**config.mk**
```make
export PLATFORM = sky130hd
export DESIGN_NAME = ram_arbiter
export DESIGN_NICKNAME = d
export VERILOG_FILES = /design/src/rtl/ram_arbiter.sv
export SDC_FILE = /design/constraint.sdc
export NUM_CORES = 1
export LEC_CHECK = 0
export CAP_MARGIN = 20
export CORE_AREA = 2 2 113 115
export DETAILED_ROUTE_END_ITERATION = 10
export DIE_AREA = 0 0 115 117
export GPL_TIMING_DRIVEN = 0
export SLEW_MARGIN = 20
export SYNTH_ARGS = -nofsm -noshare
export SYNTH_HDL_FRONTEND = slang
export SYNTH_SLANG_ARGS = --single-unit
```
**constraint.sdc**
```tcl
create_clock -name clk -period 2.1 [get_ports clk]
set_input_delay 0.63 -clock clk [delete_from_list [all_inputs] [get_ports clk]]
set_output_delay 0.63 -clock clk [all_outputs]
set_load 0.05 [all_outputs]
```
**src/rtl/ram_arbiter.sv**
```systemverilog
// Two-port req/gnt arbiter sharing one single-port RAM between the CPU and the host bridge.
// Define RAM_ARB_HOST_PRIO_EN for fixed host priority instead of round-robin.
module ram_arbiter #(
    parameter int unsigned ADDR_W = 14
) (
    input  logic              clk,
    input  logic              reset,

    input  logic              cpu_req,
    input  logic              cpu_we,
    input  logic [31:0]       cpu_addr,
    input  logic [3:0]        cpu_be,
    input  logic [31:0]       cpu_wdata,
    output logic              cpu_gnt,
    output logic              cpu_rvalid,
    output logic [31:0]       cpu_rdata,

    input  logic              host_req,
    input  logic              host_we,
    input  logic [31:0]       host_addr,
    input  logic [3:0]        host_be,
    input  logic [31:0]       host_wdata,
    output logic              host_gnt,
    output logic              host_rvalid,
    output logic [31:0]       host_rdata,

    output logic              ram_en,
    output logic              ram_we,
    output logic [3:0]        ram_be,
    output logic [ADDR_W-1:0] ram_addr,
    output logic [31:0]       ram_wdata,
    input  logic [31:0]       ram_rdata
);

    typedef enum logic {
        PortCpu  = 1'b0,
        PortHost = 1'b1
    } port_e;

    port_e last_q, last_d;
    logic  rd_pend_q, rd_pend_d;
    port_e rd_owner_q, rd_owner_d;

    logic cpu_win, host_win;

    // Only the word-index bits of each byte address reach the RAM.
    logic unused_addr_bits;
    assign unused_addr_bits = ^{cpu_addr[31:ADDR_W+2], cpu_addr[1:0],
                                host_addr[31:ADDR_W+2], host_addr[1:0]};

    always_comb begin
        cpu_win  = 1'b0;
        host_win = 1'b0;
        if (!reset) begin
`ifdef RAM_ARB_HOST_PRIO_EN
            host_win = host_req;
            cpu_win  = cpu_req && !host_req;
`else
            if (cpu_req && host_req) begin
                cpu_win  = (last_q == PortHost);
                host_win = (last_q == PortCpu);
            end else begin
                cpu_win  = cpu_req;
                host_win = host_req;
            end
`endif
        end
    end

    always_comb begin
        ram_en    = cpu_win || host_win;
        ram_we    = 1'b0;
        ram_be    = 4'hF;
        ram_addr  = cpu_addr[ADDR_W+1:2];
        ram_wdata = cpu_wdata;
        if (host_win) begin
            ram_we    = host_we;
            ram_be    = host_we ? host_be : 4'hF;
            ram_addr  = host_addr[ADDR_W+1:2];
            ram_wdata = host_wdata;
        end else if (cpu_win) begin
            ram_we    = cpu_we;
            ram_be    = cpu_we ? cpu_be : 4'hF;
        end
    end

    always_comb begin
        last_d     = last_q;
        rd_pend_d  = ram_en && !ram_we;
        rd_owner_d = host_win ? PortHost : PortCpu;
        if (host_win) begin
            last_d = PortHost;
        end else if (cpu_win) begin
            last_d = PortCpu;
        end
    end

    always_ff @(posedge clk or posedge reset) begin
        if (reset) begin
            last_q     <= PortHost;
            rd_pend_q  <= 1'b0;
            rd_owner_q <= PortCpu;
        end else begin
            last_q     <= last_d;
            rd_pend_q  <= rd_pend_d;
            rd_owner_q <= rd_owner_d;
        end
    end

    assign cpu_gnt     = cpu_win;
    assign host_gnt    = host_win;
    assign cpu_rvalid  = rd_pend_q && (rd_owner_q == PortCpu);
    assign host_rvalid = rd_pend_q && (rd_owner_q == PortHost);
    assign cpu_rdata   = ram_rdata;
    assign host_rdata  = ram_rdata;

endmodule
```
# After elaboration in Yosys (flattened, before gate mapping)
# Cells that the tools add are included.
# word_totals
output_inout_bits,120
ff_bits,3
# op_classes
bitwise,2
mux,15
n_reduce_logical,7
# op_table
operator,n
$mux 32,1
$mux 4,4
$mux 14,1
$mux 1,9
$logic_and 1x1->1,4
$not 1->1,2
$reduce_bool 2->1,1
$logic_not 1->1,1
$logic_or 1x1->1,1

# Longest topological paths before layout
# Gate-level depths: netlist (run 1).
# depth
depth_word,7
mapped_depth,5
ltp_nobuf,3

# Least setup slack after synthesis (run 1)
# Ideal clock, no wire load.
# synth_path
kind,input-to-output
startpoint,in host_req
endpoint,out cpu_gnt
path_buffers,0
arrival_ns,1.851
stages,2
slack_ns,-0.381
t_required_ns,1.470
path_cell_list,nor2b_1 > nor3_1
# synth_between
elab_chain_cells,3
# synth_lines
element,line,rtl
"start, declared",18,"input logic host_req,"
$logic_and 1x1->1,59,if (cpu_req && host_req) begin
$mux 1,59,
$mux 1,54,if (!reset) begin
"end, declared",14,"output logic cpu_gnt,"
# Every way passes these cells.

# Final worst setup path (run 1)
# layout_path
startpoint,reg last_q
endpoint,out ram_be[3]
# layout_between
elab_chain_cells,4
word_cells_on_any_way,7
# layout_lines
element,line,rtl
"start, declared",40,"port_e last_q, last_d;"
"start signal, assigned",100,last_q <= PortHost;
"start signal, assigned",104,last_q <= last_d;
$mux 1 / $not 1->1 (equally long branches),"59, 61",
"$mux 1, on equally long branches","54, 59",
$mux 4 / $mux 1 (equally long branches),"81, 54",
$mux 4 *,76,if (host_win) begin
"end, declared",29,"output logic [3:0] ram_be,"
# Mark *: on every way between the ends. The rest lies on a longest branch, timed or not.

==> results.toml, run 1 <==
[sta]
grt_setup_unrepaired = "yes"
setup_viol = 52
hold_ws_ns = 0.3679
setup_slack_ns = -0.2745
worstMarginPinSlew_ns = 0.5149
period_share_pct = 113.1
slew_headroom_pct = 65.81
final_hold_viol_count = 0
clock.fmax_ghz = 0.4211
period_needed_ns = 2.375
drv_slew = 0
fin_skew_ns = 0.002640

[finish]
final_common_cell = "clkdlybuf4s50_1"
final_cell_area_um2 = 4168
layout_common_cells = "clkdlybuf4s50_1 (100), buf_4 (71), dlygate4sd2_1 (67), buf_6 (40), mux2_2 (24)"
syn_to_final_growth_pct = 227.5
finalNetCount = 560
drive_gt1_share_pct = 53.51
antenna_cells = 0

[clocking]
htreeDepth = 1
cts_tree = "built"
postCtsHoldBufs = 0
clkTransAtPathRegs_ns = 0.03
cts_buffers = 3
clock-sinks = 3
clock_path_buffers = 2
insertion_delay_ns = 0.23
cts_root_buffer = "clkbuf_16"

[critical_path]
crit_path_end_kind = "primary output"
critPathArrivalTime_ns = 1.74
r2r_end = "rd_pend_q$_DFF_PP0_"
ff2ff_setup_slack_ns = 0.72
cp-start-kind = "register"
path_class = "reg -> out"
path_max_fanout = 5
rr_startpoint = "last_q$_DFFE_PP1P_"
required_ns = 1.47
rr_worst_depth = 7

[place]
port_buffers = 225
place_area_um2 = 3746
post-place-ws_ns = -1.451
hpwlAfterDp_um = 5395
gp_congestion = 0.6959

[die]
core_area_um2 = 12310
io_pins = 294
initial_utilization_pct = 10.34
die_height_um = 117
row_count = 41
die-area_um2 = 13460
fp.dieW_um = 115

[power_and_ir_drop]
p_leak_nw = 2.018
p_per_area_nw_per_um2 = 417.8
max-vdd-ir-drop_uv = 177.9

[min_path]
hold_class = "in -> async"

[global_route]
track_usage_pct = 8.008
antenna_found_initial = 0
met1_usage_pct = 8.538
grt_pass1_wl_um = 8583
grtUsageMet3_pct = 1.802
grt_max_degree = 11
gr-total-overflow = 0
grt_util_met2_pct = 15.88
grt-busiest-layer = "met2"
grt_pass1_vias = 1851

[logic_synthesis]
synth_nets = 314
seq_area_frac_synth_pct = 5.998
syn-cell-area_um2 = 1272
synthDistinctLibCells = 20
ys_warn_count = 0
ys_ff_latch = 3
yosysTopAreaCellShare_pct = 37.76
synth_area_leader_cell = "buf_4"
syn_area_per_cell_um2 = 9.089
syn_inst = 140
synth_area_leaders = "buf_4 (38%), mux2_2 (35%), mux2_4 (8.3%)"

[routing]
drtAntennaViolNets = 0
wl_per_cell_um = 11.90
drt_wl_total_um = 6369
firstDrtPassIters = 4
vias = 1892
drc_errors = 0
avgViaCountPerCell = 3.536
drt_iter0_drc = 19

[flow_run]
drv_cap = 0

[run_status]
violations = "setup timing"
status = "complete, but fails checks"
[registers in the layout (all words and copies together) (netlist names)]
name / cells
rd_pend_q: 1
rd_owner_q: 1
last_q: 1
[Yosys cell counts]
cell type / number
buf_4: 64
mux2_2: 39
mux2_4: 7
o22a_1: 4
buf_2: 3
nand2_1: 3
buf_6: 2
dfrtp_1: 2
inv_1: 2
inv_2: 2
nor2_1: 2
nor2b_1: 2
and2_1: 1
dfstp_2: 1
nand3_2: 1
nand4_1: 1
nor3_1: 1
o21ai_0: 1
o2bb2ai_1: 1
or4_4: 1
[timing repair]
item,in CTS,in global routing
setup endpoints to repair,120,52
pin swaps,8,1
cloned,1,0
resized for setup,503,16
setup buffers,17,2
[routing by layer]
| layer | vias to the layer above | part of all wire [%] |
|---|---|---|
| li1 | 901 | - |
| met1 | 819 | 35 |
| met2 | 167 | 51 |
| met3 | 5 | 13 |
| met4 | 0 | 0.75 |
| met5 | - | 0 |
[worst max-delay path by stage]
stage | cells after the start | start | end
final | 5 | last_q$_DFFE_PP1P_ | ram_be[3]
after global routing | 6 | last_q$_DFFE_PP1P_ | ram_wdata[7]
after CTS | 8 | reset | ram_addr[7]
after detailed placement | 6 | reset | ram_wdata[11]
after global placement | 6 | reset | ram_wdata[9]
after floorplan | 3 | cpu_req | ram_be[0]
[worst max-delay path, cell delays in order (launching register included)]
cell     delay [ns]
dfstp_2        0.55
buf_6          0.11
nor2b_4        0.03
or4_4          0.46
o22a_2         0.22
buf_8          0.15
[where the power goes]
part / total (W) / internal (W) / switching, W
combinational: 0.00137 / 0.000637 / 0.000730
sequential: 0.0000694 / 0.0000653 / 0.00000413
clock: 0.000305 / 0.000251 / 0.0000543
[cell type report]
cell class	count	area (um^2)
buffer	67	530.5
clock buffer	4	78.83
fill	1255	8144
inverter	4	20.02
multi-input combinational	64	762.0
sequential	3	76.32
tap	150	187.7
timing repair buffer	243	2512
[logic make-up after synthesis]
group                  after synthesis  share of synthesized area, %
AO/OA/AOI/OAI                        6                         3.834
buffers and inverters               73                         41.89
flip-flops                           3                         5.999
multiplexers                        46                         42.77
AND/OR/NAND/NOR                     12                         5.507
[per-stage QoR]
stage / utilization (%) / TNS (ns) / instances / total power [W]
finish: 33.85 / -11.16 / 535 / 0.001741
global route: 33.85 / -13.86 / 535 / 0.001801
detailed placement: 30.43 / -71.73 / 515 / 0.001345
CTS: 33.76 / -12.01 / 536 / 0.001749
global placement: 30.43 / -71.36 / 515 / 0.001339
floorplan: - / -0.1722 / 140 / 0.0008551
Note: power is estimated with default switching activity, not from simulation.
==> inputs of run 2 (changes only) <==
- ABC_AREA: unset -> 1
==> results.toml, run 2 <==
[sta]
grt_setup_unrepaired = "yes"
hold_ws_ns = 0.2980
setup_viol = 49
worstMarginPinSlew_ns = 0.5100
tns_ns = -4.808
final_hold_viol_count = 0
drv_slew = 0
period_needed_ns = 2.275
period_share_pct = 108.3
fin_skew_ns = 0.001979
clock.fmax_ghz = 0.4396
slew_headroom_pct = 65.95
setup_slack_ns = -0.1748

[routing]
drtAntennaViolNets = 0
avgViaCountPerCell = 3.648
drc_errors = 0
wl_per_cell_um = 12.37
drt_iter0_drc = 46
firstDrtPassIters = 4
vias = 2375
drt_wl_total_um = 8053

[power_and_ir_drop]
p_leak_nw = 2.305
max-vdd-ir-drop_uv = 203.9
p_per_area_nw_per_um2 = 436.3

[logic_synthesis]
ys.flop_type = "dfrtp_1"
synthDistinctLibCells = 16
ys_warn_count = 0
synth_edf_count = 0
ys_ff_latch = 3
ys_top_cells_by_count = "nand2_1 (151), buf_4 (64), inv_1 (9)"
synth_area_leader_cell = "nand2_1"
synth_nets = 434
synth_area_leaders = "nand2_1 (42%), buf_4 (36%), dfrtp_1 (3.7%)"
yosysTopAreaCellShare_pct = 41.98
syn-cell-area_um2 = 1350
yosysMostFrequentCell = "nand2_1"
syn_area_per_cell_um2 = 5.192
seq_area_frac_synth_pct = 5.653
syn_inst = 260
async_flop_share_pct = 100.0

[global_route]
antenna_found_initial = 1
track_usage_pct = 10.32
grt_max_degree = 12
gr-total-overflow = 0
grt_pass1_vias = 2313
grt_pass1_wl_um = 11030

[die]
die_height_um = 117
io_pins = 294
row_count = 41
initial_utilization_pct = 10.97
die-area_um2 = 13460
core_area_um2 = 12310
fp.dieW_um = 115

[clocking]
insertion_delay_ns = 0.22
cts_root_buffer = "clkbuf_16"
clkTransAtPathRegs_ns = 0.03
clock-sinks = 3
htreeDepth = 1
cts_tree = "built"
clock_path_buffers = 2
cts_buffers = 3

[finish]
final_cell_area_um2 = 4478
finalNetCount = 676
num-fill-cells = 1290
final_common_cell = "clkdlybuf4s50_1"
multi_input_area_um2 = 952.2
drive_gt1_share_pct = 43.51
regArea_um2 = 76.32
stdcell_count = 651
reg_top3 = "last_q: 1 flops, rd_owner_q: 1 flops, rd_pend_q: 1 flops"
layout_common_cells = "clkdlybuf4s50_1 (98), nand2_1 (91), buf_4 (75), dlygate4sd2_1 (68), nand2_2 (43)"
syn_to_final_growth_pct = 231.7
antenna_cells = 0

[place]
dp.cells = 635
port_buffers = 225
post-place-ws_ns = -1.532
place_area_um2 = 3935
hpwlAfterDp_um = 6686
gp_congestion = 0.7842

[critical_path]
crit_path_end_kind = "primary output"
critPathArrivalTime_ns = 1.64
ff2ff_setup_slack_ns = 0.84
path_class = "in -> out"
rr_worst_depth = 5
r2r_end = "last_q$_DFFE_PP1P_"
rr_startpoint = "last_q$_DFFE_PP1P_"
cp-start-kind = "primary input"
path_max_fanout = 5
required_ns = 1.47

[run_status]
status = "complete, but fails checks"
violations = "setup timing"

[flow_run]
drv_cap = 0

[min_path]
hold_class = "in -> async"
[run 2: cell types whose count changed after synthesis, moves of 3 or more]
cell      change
clkbuf_1      +3
o211ai_1      +4
mux2_4        -7
nand2_1     +148
nand3_1       +5
inv_1         +7
o22a_1        -4
nor2_1        +6
mux2_2       -39
[run 2: kinds of logic (layout without fill, tap and decap cells)]
group	after synthesis	count (layout)	share of synthesized area [%]
simple gates	167	167	47.82
buf+inv	85	326	43.93
flops	3	3	5.654
compound gates	5	5	2.595
[run 2: final cells by class]
class	count	share of cell area, %
timing repair buffer	237	56.16
multi-input combinational	172	21.26
buffer	74	13.89
tap	150	4.191
clock buffer	4	1.760
sequential	3	1.704
inverter	11	1.034
[run 2: worst max path at each step]
stage | slack [ns] | cells after the start | end | startpoint
after floorplan | -0.002 | 5 | ram_addr[0] | cpu_req
after global placement | -1.53 | 7 | ram_wdata[26] | cpu_req
after detailed placement | -1.53 | 7 | ram_wdata[28] | cpu_req
after CTS | -0.17 | 11 | ram_wdata[26] | host_req
after global routing | -0.23 | 10 | ram_addr[2] | reset
final | -0.17 | 8 | ram_addr[3] | reset
[run 2: power breakdown]
part	switching (W)	total (W)	internal, W
Clock	0.0000479	0.000298	0.000250
Sequential	0.00000402	0.0000720	0.0000680
Combinational	0.000905	0.00158	0.000679
Total	0.000957	0.00195	0.000997
[run 2: layer usage]
metal	up-vias	share of wire (%)	global-route usage [%]
met5	-	0.16	0
met4	2	0.67	1.767
met1	1021	32	10.76
li1	1197	-	-
met3	6	10	2.575
met2	149	56	20.94
[run 2: critical path: stages]
cell,delay [ns]
buf_8,0.10
nor2_4,0.13
nand2_4,0.08
buf_4,0.16
bufbuf_16,0.27
nand2_2,0.07
nand2_4,0.05
buf_6,0.15
[run 2: per-stage QoR]
step	power [W]	util, %
2_1_floorplan	0.0009591	-
4_1_cts	0.001952	35.65
6_report	0.001954	36.37
3_3_place_gp	0.001508	31.96
5_1_grt	0.002040	36.37
3_5_place_dp	0.001515	31.96
[run 2: timing repair]
| action | CTS | global route |
|---|---|---|
| pin swaps | 10 | 13 |
| setup endpoints to repair | 119 | 54 |
| resized for setup | 528 | 30 |
| cloned | 3 | 0 |
| hold buffers | 0 | 0 |
| buffers inserted | 8 | 2 |
==> inputs of run 3 (changes only) <==
- CORE_AREA: 2 2 113 115 -> 2 2 116 118
- DIE_AREA: 0 0 115 117 -> 0 0 118 120
- DONT_BUFFER_PORTS: unset -> 1
==> results.toml, run 3 (synthesis results as in run 2) <==
[run_status]
status = "complete, but fails checks"
violations = "setup timing"

[routing]
firstDrtPassIters = 4
drt_iter0_drc = 40
drc_errors = 0
vias = 1600
wl_per_cell_um = 14.08
drt_wl_total_um = 6322
avgViaCountPerCell = 3.563
drtAntennaViolNets = 0

[sta]
fin_skew_ns = 0.001454
period_needed_ns = 2.157
period_share_pct = 102.7
slew_headroom_pct = 38.76
final_hold_viol_count = 0
clock.fmax_ghz = 0.4636
worstMarginPinSlew_ns = 0.9152
drv_slew = 0
setup_slack_ns = -0.05703
setup_viol = 32
grt_setup_unrepaired = "yes"

[global_route]
gr-total-overflow = 0
grt_pass1_wl_um = 8059
grt_pass1_vias = 1498
track_usage_pct = 7.397
antenna_found_initial = 0
grt_max_degree = 12

[clocking]
cts_buffers = 3
clock-sinks = 3
insertion_delay_ns = 0.22
clock_path_buffers = 2
clkTransAtPathRegs_ns = 0.03
cts_tree = "built"
htreeDepth = 1
cts_root_buffer = "clkbuf_16"

[finish]
layout_common_cells = "buf_4 (68), nand2_1 (61), nand2_4 (47), nand2_8 (33), nand2_2 (11)"
syn_to_final_growth_pct = 107.2
reg_top3 = "last_q: 1 flops, rd_owner_q: 1 flops, rd_pend_q: 1 flops"
finalNetCount = 448
num-fill-cells = 1414
antenna_cells = 0
final_common_cell = "buf_4"
drive_gt1_share_pct = 67.40
stdcell_count = 449

[die]
row_count = 42
fp.dieW_um = 118
io_pins = 294
die-area_um2 = 14160
core_area_um2 = 12980
die_height_um = 120
initial_utilization_pct = 10.40

[critical_path]
cp-start-kind = "register"
rr_startpoint = "last_q$_DFFE_PP1P_"
path_class = "reg -> out"
crit_path_end_kind = "primary output"
path_max_fanout = 8
ff2ff_setup_slack_ns = 0.75
required_ns = 1.47
critPathArrivalTime_ns = 1.53
r2r_end = "rd_pend_q$_DFF_PP0_"
rr_worst_depth = 5

[place]
port_buffers = 0
hpwlAfterDp_um = 4764
post-place-ws_ns = -0.5228
gp_congestion = 0.7689
dp.cells = 436

[power_and_ir_drop]
p_leak_nw = 1.356
max-vdd-ir-drop_uv = 199.5
p_per_area_nw_per_um2 = 566.0

[min_path]
hold_class = "in -> async"

[flow_run]
drv_cap = 0
run 3: changes by cell type in the layout (fill, tap and decap cells not counted), sizes merged:
cell / change
clkdlybuf4s50: -98
dlygate4sd2: -68
buf: -62
clkbuf: +4
bufbuf: -2
dlymetal6s2s: -2
clkinvlp: +1
inv: -1
run 3: power breakdown:
group	total, W	switching (W)	internal, W
Sequential	0.0000733	0.00000521	0.0000681
Combinational	0.00121	0.000902	0.000303
Clock	0.000305	0.0000543	0.000251
Total	0.00158	0.000962	0.000622
run 3: critical path: stages, from the launching register on:
cell	delay, ns
dfstp_2	0.54
nand2_4	0.07
nand2_8	0.13
inv_8	0.05
buf_12	0.15
clkbuf_16	0.17
nand2_4	0.08
nand2_8	0.09
run 3: area by class of cell:
class                      count  area (um^2)  area share, %
multi-input combinational    172         1598          57.11
inverter                      11        60.06          2.147
tap                          176        220.2          7.871
sequential                     3        76.32          2.728
buffer                        74        615.6          22.00
timing repair buffer           9        148.9          5.322
clock buffer                   4        78.83          2.818
run 3: timing repair:
| item | 4_1_cts | 5_1_grt |
|---|---|---|
| buffers inserted | 5 | 1 |
| gates resized for setup | 89 | 98 |
| pin swaps | 14 | 37 |
| endpoints found under the setup margin | 51 | 52 |
| gates cloned | 1 | 3 |
| hold buffers | 0 | 0 |
run 3: worst max-delay path by stage:
stage                             startpoint  slack [ns]      endpoint  depth (start not counted)
after floorplan                      cpu_req      -0.002   ram_addr[0]                          5
after global placement               cpu_req       -0.55  ram_wdata[3]                          5
after detailed placement             cpu_req       -0.52  ram_wdata[3]                          5
after CTS                           host_req       -0.11  ram_wdata[8]                          8
after global routing                host_req        -0.1  ram_wdata[5]                          8
final                     last_q$_DFFE_PP1P_       -0.06   ram_addr[1]                          7
run 3: metal layers:
layer  global-route usage, %  vias up  wire length, um
li1                        -      743                -
met1                   8.072      708             2082
met2                   14.46      141             3642
met3                  0.7129        8              469
met4                   3.087        0              128
met5                       0        -                0
run 3: stage by stage:
step / instance area (um^2) / total power [W] / hold slack (ns) / utilization (%) / TNS (ns)
after detailed placement: 1715 / 0.001025 / 0.4058 / 13.22 / -17.97
final: 2798 / 0.001584 / 0.1730 / 21.55 / -1.263
after global routing: 2798 / 0.001637 / 0.1768 / 21.55 / -3.007
after CTS: 2248 / 0.001469 / 0.1717 / 17.32 / -3.646
after global placement: 1715 / 0.001023 / 0.4060 / 13.22 / -18.17
after floorplan: 1495 / 0.0009591 / 0.3913 / - / -0.05848
